### src/rtl/filter_cascade.sv
// Cascade of one-pole IIR low-pass stages sharing a single multiplier.
// A sequencer walks the stages one per clock using a pre-sample state snapshot.
module filter_cascade #(
    parameter int              WIDTH      = 16,
    parameter int              STAGES     = 3,
    parameter int              COEF_W     = 16,
    parameter logic [COEF_W-1:0] COEF_RESET = 'h099b,
    localparam int             AW         = (STAGES > 1) ? $clog2(STAGES) : 1
) (
    input  logic                     clk,
    input  logic                     resetN,
    input  logic                     clkEn,
    input  logic signed [WIDTH-1:0]  iIn,
    input  logic                     iBypass,
    input  logic                     iCoefWe,
    input  logic [AW-1:0]            iCoefAddr,
    input  logic signed [COEF_W-1:0] iCoefData,
    output logic signed [WIDTH-1:0]  oOut,
    output logic                     oValid,
    output logic                     oBusy,
    output logic                     oOverrun
);

    localparam int P = COEF_W + WIDTH + 1;
    localparam logic signed [P-1:0] SMAX = P'((2 ** (WIDTH - 1)) - 1);
    localparam logic signed [P-1:0] SMIN = -SMAX - P'(1);
    localparam logic [AW:0] NST = (AW + 1)'(STAGES);
    localparam logic [AW-1:0] KLAST = AW'(STAGES - 1);

    typedef enum logic [1:0] {
        IDLE = 2'd0,
        RUN  = 2'd1,
        DONE = 2'd2
    } state_e;

    state_e state_q, state_d;

    logic signed [WIDTH-1:0]  s_q      [STAGES];
    logic signed [WIDTH-1:0]  sold_q   [STAGES];
    logic signed [COEF_W-1:0] coef_q   [STAGES];
    logic signed [COEF_W-1:0] shadow_q [STAGES];
    logic signed [WIDTH-1:0]  uin      [STAGES];
    logic signed [WIDTH-1:0]  x_q;
    logic [AW-1:0]            k_q;
    logic signed [WIDTH-1:0]  out_q;
    logic                     valid_q;
    logic                     ovr_q;

    logic                     start;
    logic                     byp_load;
    logic                     drop;
    logic                     last;

    logic signed [WIDTH-1:0]  u;
    logic signed [WIDTH-1:0]  so;
    logic signed [WIDTH:0]    diff;
    logic signed [P-1:0]      prod;
    logic signed [P-1:0]      sum;
    logic signed [WIDTH-1:0]  sat;

    always_ff @(posedge clk) begin
        if (!resetN) begin
            state_q <= IDLE;
        end else begin
            state_q <= state_d;
        end
    end

    always_comb begin
        state_d = state_q;
        unique case (state_q)
            IDLE:    if (start) state_d = RUN;
            RUN:     if (last)  state_d = DONE;
            DONE:    state_d = IDLE;
            default: state_d = IDLE;
        endcase
    end

    always_comb begin
        oBusy    = (state_q == RUN);
        start    = (state_q == IDLE) && clkEn && !iBypass;
        byp_load = (state_q == IDLE) && clkEn && iBypass;
        drop     = clkEn && (state_q != IDLE);
        last     = (state_q == RUN) && (k_q == KLAST);
        oOut     = out_q;
        oValid   = valid_q;
        oOverrun = ovr_q;
    end

    // Stage k reads its upstream neighbour's pre-sample value, so the
    // sequential walk matches a parallel update of every stage.
    always_comb begin
        uin[0] = x_q;
        for (int k = 1; k < STAGES; k++) begin
            uin[k] = sold_q[k-1];
        end
    end

    always_comb begin
        u    = uin[k_q];
        so   = sold_q[k_q];
        diff = (WIDTH + 1)'(u) - (WIDTH + 1)'(so);
        prod = P'(shadow_q[k_q]) * P'(diff);
        sum  = (prod >>> (COEF_W - 1)) + P'(so);
        if (sum > SMAX) begin
            sat = SMAX[WIDTH-1:0];
        end else if (sum < SMIN) begin
            sat = SMIN[WIDTH-1:0];
        end else begin
            sat = sum[WIDTH-1:0];
        end
    end

    always_ff @(posedge clk) begin
        if (!resetN) begin
            for (int k = 0; k < STAGES; k++) begin
                s_q[k]      <= '0;
                sold_q[k]   <= '0;
                coef_q[k]   <= COEF_RESET;
                shadow_q[k] <= COEF_RESET;
            end
            x_q     <= '0;
            k_q     <= '0;
            out_q   <= '0;
            valid_q <= 1'b0;
            ovr_q   <= 1'b0;
        end else begin
            valid_q <= 1'b0;
            ovr_q   <= drop;
            if (iCoefWe && ({1'b0, iCoefAddr} < NST)) begin
                coef_q[iCoefAddr] <= iCoefData;
            end
            if (start) begin
                x_q      <= iIn;
                k_q      <= '0;
                shadow_q <= coef_q;
                sold_q   <= s_q;
            end
            if (byp_load) begin
                out_q   <= iIn;
                valid_q <= 1'b1;
                for (int k = 0; k < STAGES; k++) begin
                    s_q[k] <= iIn;
                end
            end
            if (state_q == RUN) begin
                s_q[k_q] <= sat;
                k_q      <= k_q + 1'b1;
                if (last) begin
                    out_q   <= sat;
                    valid_q <= 1'b1;
                end
            end
        end
    end

endmodule
### config.mk
export PLATFORM = sky130hd
export DESIGN_NAME = filter_cascade
export DESIGN_NICKNAME = d
export VERILOG_FILES = /design/src/rtl/filter_cascade.sv
export SDC_FILE = /design/constraint.sdc
export NUM_CORES = 1
export LEC_CHECK = 0
export ABC_AREA = 1
export CORE_MARGIN = 10
export CORE_UTILIZATION = 58
export DETAILED_ROUTE_END_ITERATION = 6
export PLACE_DENSITY_LB_ADDON = 0.25
export SYNTH_ARGS = -nofsm -noshare
export SYNTH_HDL_FRONTEND = slang
export SYNTH_SLANG_ARGS = --single-unit
export TNS_END_PERCENT = 30
### constraint.sdc
create_clock -name clk -period 9.41 [get_ports clk]
set_input_delay 1.4115 -clock clk [delete_from_list [all_inputs] [get_ports clk]]
set_output_delay 1.4115 -clock clk [all_outputs]
set_load 0.01 [all_outputs]
# [Yosys cells after proc, flatten, opt, wreduce, memory -nomap -nowiden]
# Cells that the tools add are included.
[totals] register_bits=230 input_bits=39 output_inout_bits=19 wordCells=79
[classes] n_addsub=3 n_mul=1 magnitude_cmp=7 n_eq_ne=4 mux=31 bitwise=2 n_reduce_logical=13
[ops] operator="16-bit 2-to-1 mux" n=13
[ops] operator="48-bit 2-to-1 mux" n=3
[ops] operator="16-bit binary-select mux with 2-bit select" n=3
[ops] operator="48-bit bitwise mux" n=2
[ops] operator="16-bit demux with 2-bit select" n=2
[ops] operator="16-bit by 17-bit multiplier with 33-bit output" n=1
[ops] operator="18-bit by 16-bit adder with 19-bit output" n=1
[ops] operator="19-bit by 16-bit > comparator with 1-bit output, second input constant" n=1
[ops] operator="19-bit by 16-bit < comparator with 1-bit output, second input constant" n=1
[ops] operator="16-bit by 16-bit subtractor with 17-bit output" n=1
[ops] operator="1-bit logical AND" n=8
[ops] operator="2-bit 2-to-1 mux" n=4
[ops] operator="3-bit greater-or-equal comparator, second input constant" n=2
[ops] operator="3-bit by 1-bit < comparator with 1-bit output, second input constant" n=2
[ops] operator="2-bit NOT with 3-bit output" n=2
[ops] operator="2-bit case mux with 2 select lines" n=1
[ops] operator="2-bit nonzero test" n=2
[ops] operator="1-bit 2-to-1 mux" n=3
[ops] operator="2-bit by 1-bit adder with 2-bit output, second input constant" n=1
[ops] operator="2-bit by 1-bit == test with 1-bit output, second input constant" n=1
[ops] operator="2-bit == test, second input constant" n=1
[ops] operator="2-bit logical NOT" n=1
[ops] operator="2-bit < comparator, second input constant" n=1
[ops] operator="2-bit by 1-bit inequality test with 1-bit output, second input constant" n=1
[ops] operator="3 further kinds" n=3

# [Logic depth before layout (Yosys ltp)]
[depth] ltp_word=12 mapped_depth=62 mapped_depth_nobuf=58

# [Worst setup path before layout]
# No wires, ideal clock.
[synth_timing] kind="reg-to-reg" startpoint="register k_q[0]" endpoint="register out_q[10], in the netlist oOut[10]" setup_time_ns=0.115 arrival_time_ns=9.536 required_time_ns=9.295 setup_slack_ns=-0.241 stages_incl_launch_ff=49 n_path_buf=6 synth_period_minus_slack_ns=9.651 path_cell_list="dfxtp_1 > inv_2 > clkbuf_1 > clkbuf_1 > clkbuf_1 > o21ai_0 > o21ai_0 > ha_1 > inv_1 > fa_1 > nand3_1 > nand2_1 > nand2_1 > nand2_1 > nand3_1 > nand4_1 > or2_2 > nand2_2 > [... 13 more ...] > a21oi_1 > nor3_1 > a2111oi_0 > nand2_1 > nand2_1 > nand2_1 > ha_1 > nand2_1 > nor2_1 > and2_2 > nand3b_4 > nand4_1 > nand2_2 > o21ai_4 > buf_8 > nand3_2 > nand2_2 > nor2_1"
[synth_between] elab_chain_cells=12 elab_cells_between_ends=21 cone_classes="add/sub: 2; mul: 1; order compare: 2; eq/ne: 1; mux: 13; bitwise: 1; reduce/logical: 1"
[synth_lines] item="from (decl)" line_no="44" rtl="logic [AW-1:0] k_q;"
[synth_lines] item="from (signal assigned)" line_no="148" rtl="k_q <= k_q + 1'b1;"
[synth_lines] item="2-bit NOT with 3-bit output (not written as such)" line_no="100, 101, 103"
[synth_lines] item="16-bit binary-select mux with 2-bit select (on tied branches)" line_no="100, 101"
[synth_lines] item="16-bit 2-to-1 mux (on tied branches) (2 in series)" line_no="100, 101"
[synth_lines] item="16-bit by 16-bit subtractor with 17-bit output" line_no="102" rtl="diff = (WIDTH + 1)'(u) - (WIDTH + 1)'(so);"
[synth_lines] item="16-bit by 17-bit multiplier with 33-bit output" line_no="103" rtl="prod = P'(shadow_q[k_q]) * P'(diff);"
[synth_lines] item="18-bit by 16-bit adder with 19-bit output" line_no="104" rtl="sum = (prod >>> (COEF_W - 1)) + P'(so);"
[synth_lines] item="19-bit by 16-bit < comparator with 1-bit output" line_no="107" rtl="end else if (sum < SMIN) begin"
[synth_lines] item="16-bit 2-to-1 mux" line_no="107"
[synth_lines] item="16-bit 2-to-1 mux" line_no="105" rtl="if (sum > SMAX) begin"
[synth_lines] item="16-bit 2-to-1 mux *" line_no="149" rtl="if (last) begin"
[synth_lines] item="16-bit 2-to-1 mux *" line_no="146" rtl="if (state_q == RUN) begin"
[synth_lines] item="to (signal assigned)" line_no="140" rtl="out_q <= iIn;"
[synth_lines] item="to (signal assigned)" line_no="150" rtl="out_q <= sat;"
[synth_lines] item="to (decl)" line_no="45" rtl="logic signed [WIDTH-1:0] out_q;"
# Mark *: on every way between the ends. The rest lies on a longest branch, timed or not. The select of a mux whose other input is x is not followed.
# A chain may end at the register's enable or synchronous reset.

# [Worst setup path after layout]
[layout_timing] startpoint="register k_q[0]" endpoint="register out_q[4], in the netlist oOut[4]"
# Same word-level chain as after synthesis.

==> impl_metrics.env <==
export IMPL_timing_rr_start="k_q[0]"
export IMPL_maxSlewViolCount=0
export IMPL_vias=21600
export IMPL_syn_inst=3015
export IMPL_max_slew_margin_pct=27.5
export IMPL_first_iter_violations=2205
export IMPL_start_util_pct=58.9
export IMPL_antenna_found_initial=0
export IMPL_crit_path_frequent_cell="nand2_1"
export IMPL_ctsRootBufferMaster="clkbuf_16"
export IMPL_endpoint_kind="register"
export IMPL_area_growth_pct=26.0
export IMPL_io_pins=58
export IMPL_syn_area_per_cell_sq_um=7.36
export IMPL_layout_min_cycle_time_ps=9490
export IMPL_grt_pass1_wl_mm=111
export IMPL_final_cell_area_sq_mm=0.0279
export IMPL_n_fill_cell=2851
export IMPL_ys_seq_area_share_pct=20.8
export IMPL_std_cell_rows=71
export IMPL_hold_path_class="reg -> reg"
export IMPL_synth_top_family_by_area="adder cells"
export IMPL_worstMarginPinSlew_ps=1090
export IMPL_hold_path_end="coef_q[27]"
export IMPL_hpwl_mm=53.6
export IMPL_rr_endpoint="oOut[4]"
export IMPL_fin_skew_ps=15.9
export IMPL_synth_mux_area_share_pct=0
export IMPL_synthTopCellsByArea="fa_1 24%, dfxtp_1 21%, inv_1 10%"
export IMPL_cts_tree="done"
export IMPL_synth_top_cell_by_area="fa_1"
export IMPL_n_antenna_cell=0
export IMPL_synth_fa_ha_area_share_pct=31.3
export IMPL_worstSkewPairLatency_ps=500
export IMPL_cp_max_fo=12
export IMPL_post_route_util_pct=74.2
export IMPL_io_buffer_count=57
export IMPL_synth_compound_area_share_pct=11.9
export IMPL_violations="setup timing"
export IMPL_max_freq_ghz=0.105
export IMPL_crit_path_max_incr_delay_ps=640
export IMPL_layout_common_cells="583 x inv_1, 533 x nand2_1, 294 x buf_4"
export IMPL_drc_errors=0
export IMPL_h_tree_depth=1
export IMPL_coreArea_sq_mm=0.0377
export IMPL_critical_path_required_ps=9800
export IMPL_synth_edf_count=0
export IMPL_dr_pass1_iters=6
export IMPL_async_flop_share_pct=0
export IMPL_place_gp_congestion=0.968
export IMPL_synth_ff_type="dfxtp_1"
export IMPL_syn_area_sq_mm=0.0222
export IMPL_die_w_um=216
export IMPL_synth_xor_area_share_pct=2.00
export IMPL_r2r_setup_slack_ps=-80
export IMPL_yosys_area_share_simple_pct=21.4
export IMPL_grt_pass1_vias=21600
export IMPL_wl_per_cell_um=19.2
export IMPL_synthesis_nets=3446
export IMPL_place_area_sq_mm=0.0250
export IMPL_cap_violations=0
export IMPL_yosys_warnings=0
export IMPL_yosysTopAreaCellShare_pct=24.4
export IMPL_worstHoldStart="coef_q[27]"
export IMPL_worstRegToRegCells=51
export IMPL_die_h_um=216
export IMPL_grt_overflow=0
export IMPL_rsz0062_at_grt="true"
export IMPL_finalSetupViolCount=58
export IMPL_crit_type="reg -> reg"
export IMPL_outcome="finished, violations left"
export IMPL_period_share_pct=101
export IMPL_final_common_cell="inv_1"
export IMPL_ys_types=50
export IMPL_finalNetCount=3743
export IMPL_multi_input_area_sq_mm=0.0163
export IMPL_drt_wl_total_mm=73.6
export IMPL_seq_area_sq_mm=0.00461
export IMPL_clk_pin_slew_worst_paths_ps=70
export IMPL_ys_ff_latch=230
export IMPL_viasPerCell=5.65
export IMPL_start_kind="register"
export IMPL_hold_violations=0
export IMPL_die_area_sq_mm=0.0465
export IMPL_cts_buffer_depth=3
export IMPL_drtAntennaViolNets=0
export IMPL_numCtsBuffers=20
export IMPL_cp_arrival_ps=9880
export IMPL_grt_use_total_pct=29.4
export IMPL_whs_path_depth=2
export IMPL_numClockSinks=230
export IMPL_critical_path_slowest_cell="fa_1"
export IMPL_layout_drive_gt1_share_pct=22.0
export IMPL_layout_setup_ws_ps=-81.9
export IMPL_grt_max_degree=112
==> critical path: cells and delay by family (launching register included) <==
| family | cells | cell delay, ps |
|---|---|---|
| XOR/XNOR | 1 | 250 |
| adder cells (fa/ha/maj) | 9 | 4120 |
| AO/OA/AOI/OAI | 5 | 800 |
| flip-flops | 1 | 420 |
| buffers and inverters | 12 | 1470 |
| AND/OR/NAND/NOR | 24 | 2320 |
==> metrics by stage <==
| step | hold WS [ps] | TNS (ps) | std cells | setup slack, ps |
|---|---|---|---|---|
| 2_1_floorplan | 421 | 0 | 3015 | 23.5 |
| 5_1_grt | 477 | -21650 | 3833 | -390 |
| 3_3_place_gp | 432 | -13990 | 3743 | -323 |
| 6_report | 455 | -2510 | 3833 | -81.9 |
| 3_5_place_dp | 438 | -21760 | 3743 | -444 |
| 4_1_cts | 455 | 0 | 3784 | 0.359 |
==> state kept, by name, indices dropped and copies added (netlist names), 2 cells and up <==
| register | cells |
|---|---|
| state_q | 2 |
| s_q | 48 |
| k_q | 2 |
| coef_q | 48 |
| shadow_q | 48 |
| x_q | 16 |
| oOut | 16 |
| sold_q | 48 |
==> per-layer routing <==
| metal | GRT usage (%) | routed length [um] |
|---|---|---|
| met5 | 0 | 0 |
| met4 | 15.6 | 4820 |
| met3 | 4.57 | 7130 |
| met2 | 49.3 | 34900 |
| met1 | 36.0 | 26800 |
==> how the worst max path moves through the flow <==
stage,start,cells past startpoint,endpoint
finish,k_q[0],51,oOut[4]
global route,k_q[0],52,s_q[1]
CTS,k_q[0],48,s_q[36]
detailed placement,k_q[0],51,oOut[0]
global placement,k_q[0],51,oOut[0]
floorplan,k_q[0],48,oOut[10]
==> cells in the mapped netlist (3+ instances only) <==
library cell,instances
inv_1,600
nand2_1,598
fa_1,270
nor2_1,270
dfxtp_1,230
a21oi_1,224
o21ai_0,189
nand3_1,158
ha_1,122
clkbuf_1,96
xor2_1,28
o21a_1,26
nand2_2,21
xnor2_1,19
or2_2,17
a31oi_1,13
inv_2,13
nand3_2,13
nor3_1,12
nand2_4,11
nand4_1,10
clkinv_1,9
buf_1,7
o211ai_1,6
a32oi_1,5
o21bai_1,5
a21o_1,4
buf_2,4
buf_6,3
nor2_2,3
o21ai_1,3
==> area by class of cell <==
cell class | instances | area share [%]
clock buffers | 31 | 2.12
repair inverters | 1 | 0.0314
flip-flops and latches | 230 | 16.5
multi-input cells | 2052 | 58.4
repair buffers | 385 | 12.1
inverters | 622 | 8.51
clock inverters | 1 | 0.0179
well taps | 511 | 2.29
==> timing repair <==
item                                    in CTS  in global routing
hold buffers                                 0                  0
cloned                                       2                 10
endpoints found under the setup margin      64                 64
pin swaps                                   20                173
resized for setup                           63                356
buffers inserted                             7                 41
==> kinds of logic (layout without fill, tap and decap cells) <==
| group | count (synthesis) | after routing |
|---|---|---|
| DFF | 230 | 230 |
| adders and majority gates | 392 | 392 |
| xor gates and xnor gates | 49 | 49 |
| AOI/OAI and AO/OA | 488 | 488 |
| and+or+nand+nor | 1121 | 1123 |
| buffers and inverters | 735 | 1040 |
Power is not shown: default switching activity piles up to over one toggle a cycle in this logic, so the estimate is an artifact.
